## src/rtl/median_pkg.sv

```systemverilog
// median_pkg: shared states, sizes and bypass schedule for the 3x3 median block
package median_pkg;
  typedef enum logic [1:0] {IDLE, LOAD, RUN, DONE} state_t;
  localparam int N_PIX = 9;
  localparam int RUN_LEN = 40;
  localparam int PIX_W_DEF = 8;
  localparam logic [5:0] CNT_LAST = 6'(RUN_LEN - 1);
  // selection passes: 9-k compares then k rotations for k=1..4, then 4 final compares
  function automatic logic byp_at(input logic [5:0] c);
    return c inside {6'd8, 6'd16, 6'd17, 6'd24, 6'd25, 6'd26, 6'd32, 6'd33, 6'd34, 6'd35};
  endfunction
endpackage

```

## src/rtl/median_med.sv

```systemverilog
// median_med: nine-entry rotating ring with one compare-exchange at the tail; DO holds the running pass winner
module median_med
  import median_pkg::*;
#(
  parameter int PIX_W = PIX_W_DEF
) (
  input  logic             CLK,
  input  logic             DSI,
  input  logic             BYP,
  input  logic [PIX_W-1:0] DI,
  output logic [PIX_W-1:0] DO
);
  logic [PIX_W-1:0] s [N_PIX];
  logic swap;
  assign swap = s[N_PIX-2] > s[N_PIX-1];
  assign DO = s[N_PIX-1];
  // compare keeps the larger in the tail and recirculates the smaller; bypass is a plain rotation
  always_ff @(posedge CLK) begin
    s[0] <= DSI ? DI : (BYP || swap) ? s[N_PIX-1] : s[N_PIX-2];
    for (int i = 1; i < N_PIX - 1; i++) s[i] <= s[i-1];
    s[N_PIX-1] <= (BYP || swap) ? s[N_PIX-2] : s[N_PIX-1];
  end
endmodule

```

## src/rtl/median.sv

```systemverilog
// median: window sequencer around the median datapath; one DSO pulse 40 cycles after each load ends
module median
  import median_pkg::*;
#(
  parameter int PIX_W = PIX_W_DEF
) (
  input  logic             CLK,
  input  logic             nRST,
  input  logic [PIX_W-1:0] DI,
  input  logic             DSI,
  output logic [PIX_W-1:0] DO,
  output logic             DSO
);
  state_t state, state_nx;
  logic [5:0] cnt, cnt_nx;
  logic byp;
  // the LOAD cycle that sees DSI low is schedule step 0, so RUN is entered at step 1
  always_comb begin
    state_nx = state;
    cnt_nx = '0;
    byp = DSI;
    case (state)
      IDLE: state_nx = DSI ? LOAD : IDLE;
      LOAD: begin
        state_nx = DSI ? LOAD : RUN;
        cnt_nx = DSI ? 6'd0 : 6'd1;
      end
      RUN: begin
        byp = byp_at(cnt);
        cnt_nx = cnt + 6'd1;
        state_nx = (cnt == CNT_LAST) ? DONE : RUN;
      end
      DONE: state_nx = DSI ? LOAD : IDLE;
    endcase
  end
  always_ff @(posedge CLK or negedge nRST) begin
    if (!nRST) begin
      state <= IDLE;
      cnt <= '0;
      DSO <= 1'b0;
    end else begin
      state <= state_nx;
      cnt <= cnt_nx;
      DSO <= state_nx == DONE;
    end
  end
  median_med #(.PIX_W(PIX_W)) MED (
    .CLK(CLK),
    .DSI(DSI),
    .BYP(byp),
    .DI (DI),
    .DO (DO)
  );
endmodule

```

## config.mk

```make
export PLATFORM = sky130hd
export DESIGN_NAME = median
export DESIGN_NICKNAME = d
export VERILOG_FILES = /design/src/rtl/median_pkg.sv /design/src/rtl/median_med.sv /design/src/rtl/median.sv
export SDC_FILE = /design/constraint.sdc
export NUM_CORES = 1
export LEC_CHECK = 0
export CORE_ASPECT_RATIO = 1.4
export CORE_MARGIN = 2
export CORE_UTILIZATION = 50
export DETAILED_ROUTE_END_ITERATION = 16
export DONT_BUFFER_PORTS = 1
export PLACE_DENSITY_LB_ADDON = 0.2
export SLEW_MARGIN = 20
export SYNTH_ARGS = -nofsm -noshare
export SYNTH_HDL_FRONTEND = slang
export SYNTH_SLANG_ARGS = --single-unit
```

## constraint.sdc

```tcl
create_clock -name CLK -period 2.65 [get_ports CLK]
set_input_delay 0.265 -clock CLK [delete_from_list [all_inputs] [get_ports CLK]]
set_output_delay 0.265 -clock CLK [all_outputs]
set_load 0.02 [all_outputs]
```

==> impl_metrics.ini, run 1 <==
[drt]
vias_post_dr = 1411
routed_wire_length_per_instance_um = 15.5
drt-vias-per-instance = 5.26
detail-route-antenna-nets = 0
route.detailed.drc = 0
detail_route.iter0.violations = 59
wirelength_um = 4160
drt-pass1-iter-count = 5

[grt]
antenna_found_initial = 0
global_route.usage.total = 0.165
grt.overflow.total = 0
first_global_vias = 1385
grt_first_pass_wirelength_um = 6690
grt_start_max_net_pins = 15

[critical_path]
worst-path-stages = 5
worstSetupStartpointType = flip-flop
max_stage_delay_ns = 0.50
critical_path_peak_fanout = 8
rr_worst_depth = 5
timing_worst_setup_path_type = reg2reg
chain_of_cells_forming_the_critical_path = inv_1, ha_1, a21oi_1, a211o_1, o2111ai_1
worstPathArrival_ns = 2.19
worst_setup_path_end_kind = flip-flop
required_ns = 2.60
timing.critical_path.slowest_stage_cell = sky130_fd_sc_hd__edfxtp_1
critical_path.top_delay_family = compound AO/OA/AOI/OAI gates
path_buf_inv = 1

[final_layout]
layout.cells.most_common = sky130_fd_sc_hd__dfxtp_1
seqCellArea_um2 = 1750
most_frequent_cells_in_the_layout = sky130_fd_sc_hd__dfxtp_1, sky130_fd_sc_hd__ha_1, sky130_fd_sc_hd__inv_1
multi_input_comb_area_um2 = 704
drive_gt1_frac = 0.144
antennaDiodeCount = 0
fillers = 417
layout-area-overhead-vs-synth_pct = 10.2
postLayoutCellArea_um2 = 2850
post-route-util = 0.561
nets = 224

[cts]
cts_buffers = 9
cts.reportedPaths.clkPinSlew_ns = 0.07
cts_htree_levels = 3
root_buffer = sky130_fd_sc_hd__clkbuf_8
tritoncts_clock_tree = yes
post_cts_resized = 0
worst_skew_pair.late_latency_ns = 0.35
ctsLongestPathBuffers = 2
clock_tree_sinks = 81
post_cts.repair.setup_buffers = 0

[sta]
postLayoutSetupSlackWorst_ns = 0.410
finalMaxSlewViolations = 0
grt_setup_unrepaired = false
worst_clock_skew_on_the_final_layout_ns = 0.00707
hold_violations = 0
fin_setup_tns_ns = 0
final.hold.worst_slack_ns = 0.00768
fmaxAchievable_mhz = 446
final.min_clock_period_ns = 2.24
report.final.setup_viol = 0
timing.slew.headroom = 0.432
actual_slew_at_the_worst_max_slew_pin_ns = 0.852
final.period_utilization = 0.845

[floorplanning]
die_w_um = 64.8
die_area_um2 = 5770
placement_rows = 31
core-area_um2 = 5080
num_io_pins = 20
die-height_um = 89.1
initial_utilization = 0.509

[power]
total_leakage_power_nw = 1.19
vdd_drop_max_mv = 0.572
seq_power_share = 0.533
p_comb_frac = 0.251
power.internal_mw = 2.77
sw_frac_of_total = 0.320
power.clock.fraction = 0.216
powerDensity_nw_per_um2 = 1430
switching_power_mw = 1.30

[synth]
synthesis.nets = 217
synthFlopType = sky130_fd_sc_hd__dfxtp_1
ys_seq_elements = 81
synth_edf_count = 8
number_of_distinct_library_cells_after_synthesis = 39
yosys_warnings = 0
share_of_the_yosys_chip_area_belonging_to_registers = 0.675
postSynthAreaPerCell_um2 = 13.5
synth_cells = 191
async_reset_ff_frac = 0.111
syn-cell-area_um2 = 2590

[outcome]
outcome = finished clean

[worst_hold_path]
worstHoldPathCells = 1
timing.hold.worst.class = in2reg

[place]
routabilityCongestion = 0.781
portBuffers = 0
place_area_um2 = 2640
dp_hpwl_um = 3030
pre_cts_slack_ns = 0.390

[flow_run]
cap_violations = 0
==> final cells by class <==
cell class	instances	share of cell area
flip-flops and latches	81	0.613
multi-input cells	84	0.247
clock buffers	11	0.0610
well taps	66	0.0290
repair buffers	8	0.0219
inverters	14	0.0184
clock inverters	4	0.0101
==> what timing repair did <==
item,CTS,global route
setup endpoints to repair,0,0
endpoints found under the hold margin,9,0
hold buffers,1,0
==> power groups by stage <==
stage          Combinational [mW]  Sequential (mW)  Clock [mW]
2_1_floorplan               0.889             2.08           0
3_3_place_gp                0.996             2.19           0
3_5_place_dp                 1.02             2.21           0
4_1_cts                      1.03             2.19       0.893
5_1_grt                      1.14             2.24       0.950
6_report                     1.02             2.17       0.879
==> worst reg2reg max path, stage by stage, from the launching register on <==
cell and delay (ns):
sky130_fd_sc_hd__edfxtp_1 0.50, sky130_fd_sc_hd__inv_1 0.08, sky130_fd_sc_hd__ha_1 0.33, sky130_fd_sc_hd__a21oi_1 0.31, sky130_fd_sc_hd__a211o_1 0.20, sky130_fd_sc_hd__o2111ai_1 0.42
==> cell usage after synthesis (2+ instances only) <==
cell type / number / share of area
sky130_fd_sc_hd__dfxtp_1: 64 / 0.50
sky130_fd_sc_hd__ha_1: 15 / 0.073
sky130_fd_sc_hd__inv_1: 13 / 0.019
sky130_fd_sc_hd__dfrtp_1: 9 / 0.087
sky130_fd_sc_hd__o31ai_1: 9 / 0.026
sky130_fd_sc_hd__a2bb2oi_1: 8 / 0.027
sky130_fd_sc_hd__a41oi_1: 8 / 0.027
sky130_fd_sc_hd__buf_4: 8 / 0.023
sky130_fd_sc_hd__edfxtp_1: 8 / 0.093
sky130_fd_sc_hd__nor2_1: 7 / 0.010
sky130_fd_sc_hd__a21oi_1: 5 / 0.0097
sky130_fd_sc_hd__nand2_1: 2 / 0.0029
sky130_fd_sc_hd__nand2b_1: 2 / 0.0048
sky130_fd_sc_hd__nand3_1: 2 / 0.0039
sky130_fd_sc_hd__nor2_2: 2 / 0.0048
sky130_fd_sc_hd__nor2b_1: 2 / 0.0048
sky130_fd_sc_hd__nor4_2: 2 / 0.0097
sky130_fd_sc_hd__o21ai_1: 2 / 0.0039
sky130_fd_sc_hd__xnor2_1: 2 / 0.0068
sky130_fd_sc_hd__xor2_1: 2 / 0.0068
==> path summary, 6_finish.rpt <==
kind	startpoint	to	slack (ns)
setup / recovery	MED.s[0][67]$_DFFE_PN_	MED.s[0][69]$_DFFE_PN_	0.41
hold / removal	DSI	state[1]$_DFF_PN0_	0.008
setup reg to reg	MED.s[0][67]$_DFFE_PN_	MED.s[0][69]$_DFFE_PN_	0.41
hold reg to reg	MED.s[0][24]$_DFF_P_	MED.s[0][32]$_DFF_P_	0.32
max in group asynchronous	nRST	cnt[2]$_DFF_PN0_	2.08
min in group asynchronous	nRST	cnt[5]$_DFF_PN0_	0.28
==> state kept, by name, summed over array words and instances (netlist names) <==
name,cells
MED.s,72
state,2
cnt,6
DSO,1
==> cell families after synthesis <==
logic type / synth area share
AOI/OAI and AO/OA: 0.119
DFF: 0.675
adders and majority gates: 0.0725
xor gates and xnor gates: 0.0135
and+or+nand+nor: 0.0672
buffers and inverters: 0.0527
==> routing by layer <==
layer,up-vias,track usage,share of wire
li1,683,-,-
met2,32,0.269,0.50
met5,-,0,0
met1,686,0.178,0.41
met3,10,0.0655,0.055
met4,0,0.110,0.030
==> per-stage QoR <==
stage | cells | power (mW)
2_1_floorplan | 191 | 2.97
3_3_place_gp | 252 | 3.19
3_5_place_dp | 252 | 3.23
4_1_cts | 268 | 4.11
5_1_grt | 268 | 4.33
6_report | 268 | 4.07
Note: power is estimated with default switching activity, not from simulation.
==> run 2, diff against run 1 <==
- ABC_AREA: unset -> 1
- clock period: 2.65 -> 2.2 ns (I/O delays scaled with it)
==> impl_metrics.ini, run 2 <==
[critical_path]
max_stage_delay_ns = 0.48
regToRegEndpoint = MED.s[0][2]$_DFF_P_
critical_path.top_delay_family = simple AND/OR/NAND/NOR gates
ff2ff_setup_slack_ns = 0.28
required_ns = 2.50
timing.critical_path.slowest_stage_cell = sky130_fd_sc_hd__edfxtp_1
crit_path_start = MED.s[0][68]$_DFFE_PN_
timing_worst_setup_path_type = reg2reg
critical_path.most_common_cell = sky130_fd_sc_hd__nand2_1
worstSetupStartpointType = flip-flop
worst_setup_path_end_kind = flip-flop
critical_path.reg2reg.startpoint = MED.s[0][68]$_DFFE_PN_
critical_path_peak_fanout = 16
worstPathArrival_ns = 2.23
rr_worst_depth = 10
chain_of_cells_forming_the_critical_path = inv_1, ha_1, nand2_1, nor2_1, nand4_1, nand2_4, nand3_4, nand2_1, nand3_1, nand2_1
path_buf_inv = 1
worst-path-stages = 10

[worst_hold_path]
min_to = state[0]$_DFF_PN0_
worstHoldPathCells = 2
hold_startpoint = DSI
timing.hold.worst.class = in2reg

[final_layout]
post-route-util = 0.574
nets = 274
largest_register_ffs = 72
antennaDiodeCount = 0
most_frequent_cells_in_the_layout = sky130_fd_sc_hd__dfxtp_1, sky130_fd_sc_hd__nand2_1, sky130_fd_sc_hd__inv_1
postLayoutCellArea_um2 = 2920
max_flop_register = MED.s
largestRegisters = MED.s (72), cnt (6), state (2)
layout.cells.most_common = sky130_fd_sc_hd__dfxtp_1
final_cell_count_no_fill = 319
layout-area-overhead-vs-synth_pct = 12.3
drive_gt1_frac = 0.126

[synth]
yosys_warnings = 0
async_reset_ff_frac = 0.111
synthDominantCellAreaShare = 0.493
post_synth_and_or_nand_nor_area_fraction = 0.160
syn-cell-area_um2 = 2600
synth_cells = 232
share_of_the_yosys_chip_area_belonging_to_registers = 0.672
synthesis.nets = 258
synth_top_area_cells = sky130_fd_sc_hd__dfxtp_1, sky130_fd_sc_hd__edfxtp_1, sky130_fd_sc_hd__dfrtp_1, sky130_fd_sc_hd__ha_1, sky130_fd_sc_hd__nand2_1
synthAdderAreaFrac = 0.0723
ys_seq_elements = 81
number_of_distinct_library_cells_after_synthesis = 29
most_common_cell_in_the_netlist = sky130_fd_sc_hd__dfxtp_1
synth.mux.area_fraction = 0
postSynthAreaPerCell_um2 = 11.2
synthFlopType = sky130_fd_sc_hd__dfxtp_1
post_synth_most_frequent_cells = sky130_fd_sc_hd__dfxtp_1, sky130_fd_sc_hd__nand2_1, sky130_fd_sc_hd__inv_1
parity_gate_share_of_the_synthesized_area_counting_xor_and_xnor_cells = 0.00674
synth_edf_count = 8
netlist.top_cell.by_area = sky130_fd_sc_hd__dfxtp_1
combinational_family_with_the_most_area_after_synthesis = simple AND/OR/NAND/NOR gates
synth_compound_area_frac = 0.0178

[sta]
fmaxAchievable_mhz = 520
timing.slew.headroom = 0.729
final.period_utilization = 0.874
finalMaxSlewViolations = 0
report.final.setup_viol = 0
actual_slew_at_the_worst_max_slew_pin_ns = 0.406
worst_clock_skew_on_the_final_layout_ns = 0.00919
final.min_clock_period_ns = 1.92
fin_setup_tns_ns = 0
hold_violations = 0
grt_setup_unrepaired = false

[cts]
worst_skew_pair.late_latency_ns = 0.36
root_buffer = sky130_fd_sc_hd__clkbuf_8
clock_tree_sinks = 81
cts.reportedPaths.clkPinSlew_ns = 0.08
cts_htree_levels = 3
ctsLongestPathBuffers = 2
tritoncts_clock_tree = yes
post_cts.repair.setup_buffers = 0
cts_buffers = 9

[drt]
detail-route-antenna-nets = 0
route.detailed.drc = 0
drt-pass1-iter-count = 4
wirelength_um = 3760
routed_wire_length_per_instance_um = 11.8
vias_post_dr = 1456
detail_route.iter0.violations = 86
drt-vias-per-instance = 4.56

[floorplanning]
die_w_um = 64.9
die-height_um = 89.3
initial_utilization = 0.511
die_area_um2 = 5800
core-area_um2 = 5080
num_io_pins = 20
placement_rows = 31

[place]
routabilityCongestion = 0.805
place_area_um2 = 2640
dp_hpwl_um = 2620
placed_cell_count = 293
portBuffers = 0

[power]
total_leakage_power_nw = 1.38
powerDensity_nw_per_um2 = 1550
finalPower_mw = 4.51
vdd_drop_max_mv = 0.698

[grt]
grt_first_pass_wirelength_um = 6120
global_route.usage.total = 0.151
grt_start_max_net_pins = 17
antenna_found_initial = 0
first_global_vias = 1389
grt.overflow.total = 0

[flow_run]
cap_violations = 0

[outcome]
outcome = finished clean
[run 2: changes by cell type after synthesis, sizes merged, moves of 3 or more]
| cell | change |
|---|---|
| inv | +16 |
| nand4 | +8 |
| a2bb2oi | -8 |
| nand2 | +49 |
| a41oi | -8 |
| nor2 | +3 |
| nand3 | +8 |
| a21oi | -3 |
| o31ai | -9 |
[run 2: repair_timing]
action,CTS,global route
gates resized for setup,0,0
endpoints found under the hold margin,18,0
endpoints found under the setup margin,0,0
hold buffers,10,0
[run 2: cells by family after synthesis]
| group | count (synthesis) |
|---|---|
| AO/OA/AOI/OAI | 8 |
| XOR/XNOR | 2 |
| adder cells (fa/ha/maj) | 15 |
| buffers and inverters | 39 |
| flip-flops | 81 |
| AND/OR/NAND/NOR | 87 |
[run 2: worst max path at each step]
stage / end
after global routing: MED.s[0][2]$_DFF_P_
final: MED.s[0][2]$_DFF_P_
after global placement: MED.s[0][2]$_DFF_P_
after detailed placement: MED.s[0][2]$_DFF_P_
after floorplan: MED.s[0][64]$_DFFE_PN_
after CTS: MED.s[0][2]$_DFF_P_
[run 2: report_power, final]
group          switching (mW)  total, mW  internal, mW
clock network           0.541      0.961         0.420
logic                   0.681       1.07         0.391
registers               0.283       2.47          2.19
total                    1.50       4.51          3.00
[run 2: final cells by class]
| class | count | area [um^2] |
|---|---|---|
| clock inverter | 7 | 55.1 |
| inverter | 30 | 113 |
| sequential | 81 | 1750 |
| timing repair buffer | 14 | 130 |
| tap | 66 | 82.6 |
| clock buffer | 9 | 124 |
| fill | 426 | 2160 |
| multi-input combinational | 112 | 667 |
[run 2: layer usage]
metal / vias to the layer above / part of all wire / global-route usage
met3: 11 / 0.037 / 0.0516
met1: 664 / 0.45 / 0.164
li1: 762 / - / -
met4: 0 / 0.043 / 0.128
met2: 19 / 0.47 / 0.238
met5: - / 0 / 0
[run 2: stage by stage]
| step | worst slack, ns | hold slack [ns] |
|---|---|---|
| after detailed placement | 0.292 | -0.0753 |
| after floorplan | 0.643 | -0.0756 |
| after CTS | 0.280 | 0.0285 |
| final | 0.277 | 0.0698 |
| after global placement | 0.324 | -0.0753 |
| after global routing | 0.0976 | 0.0622 |
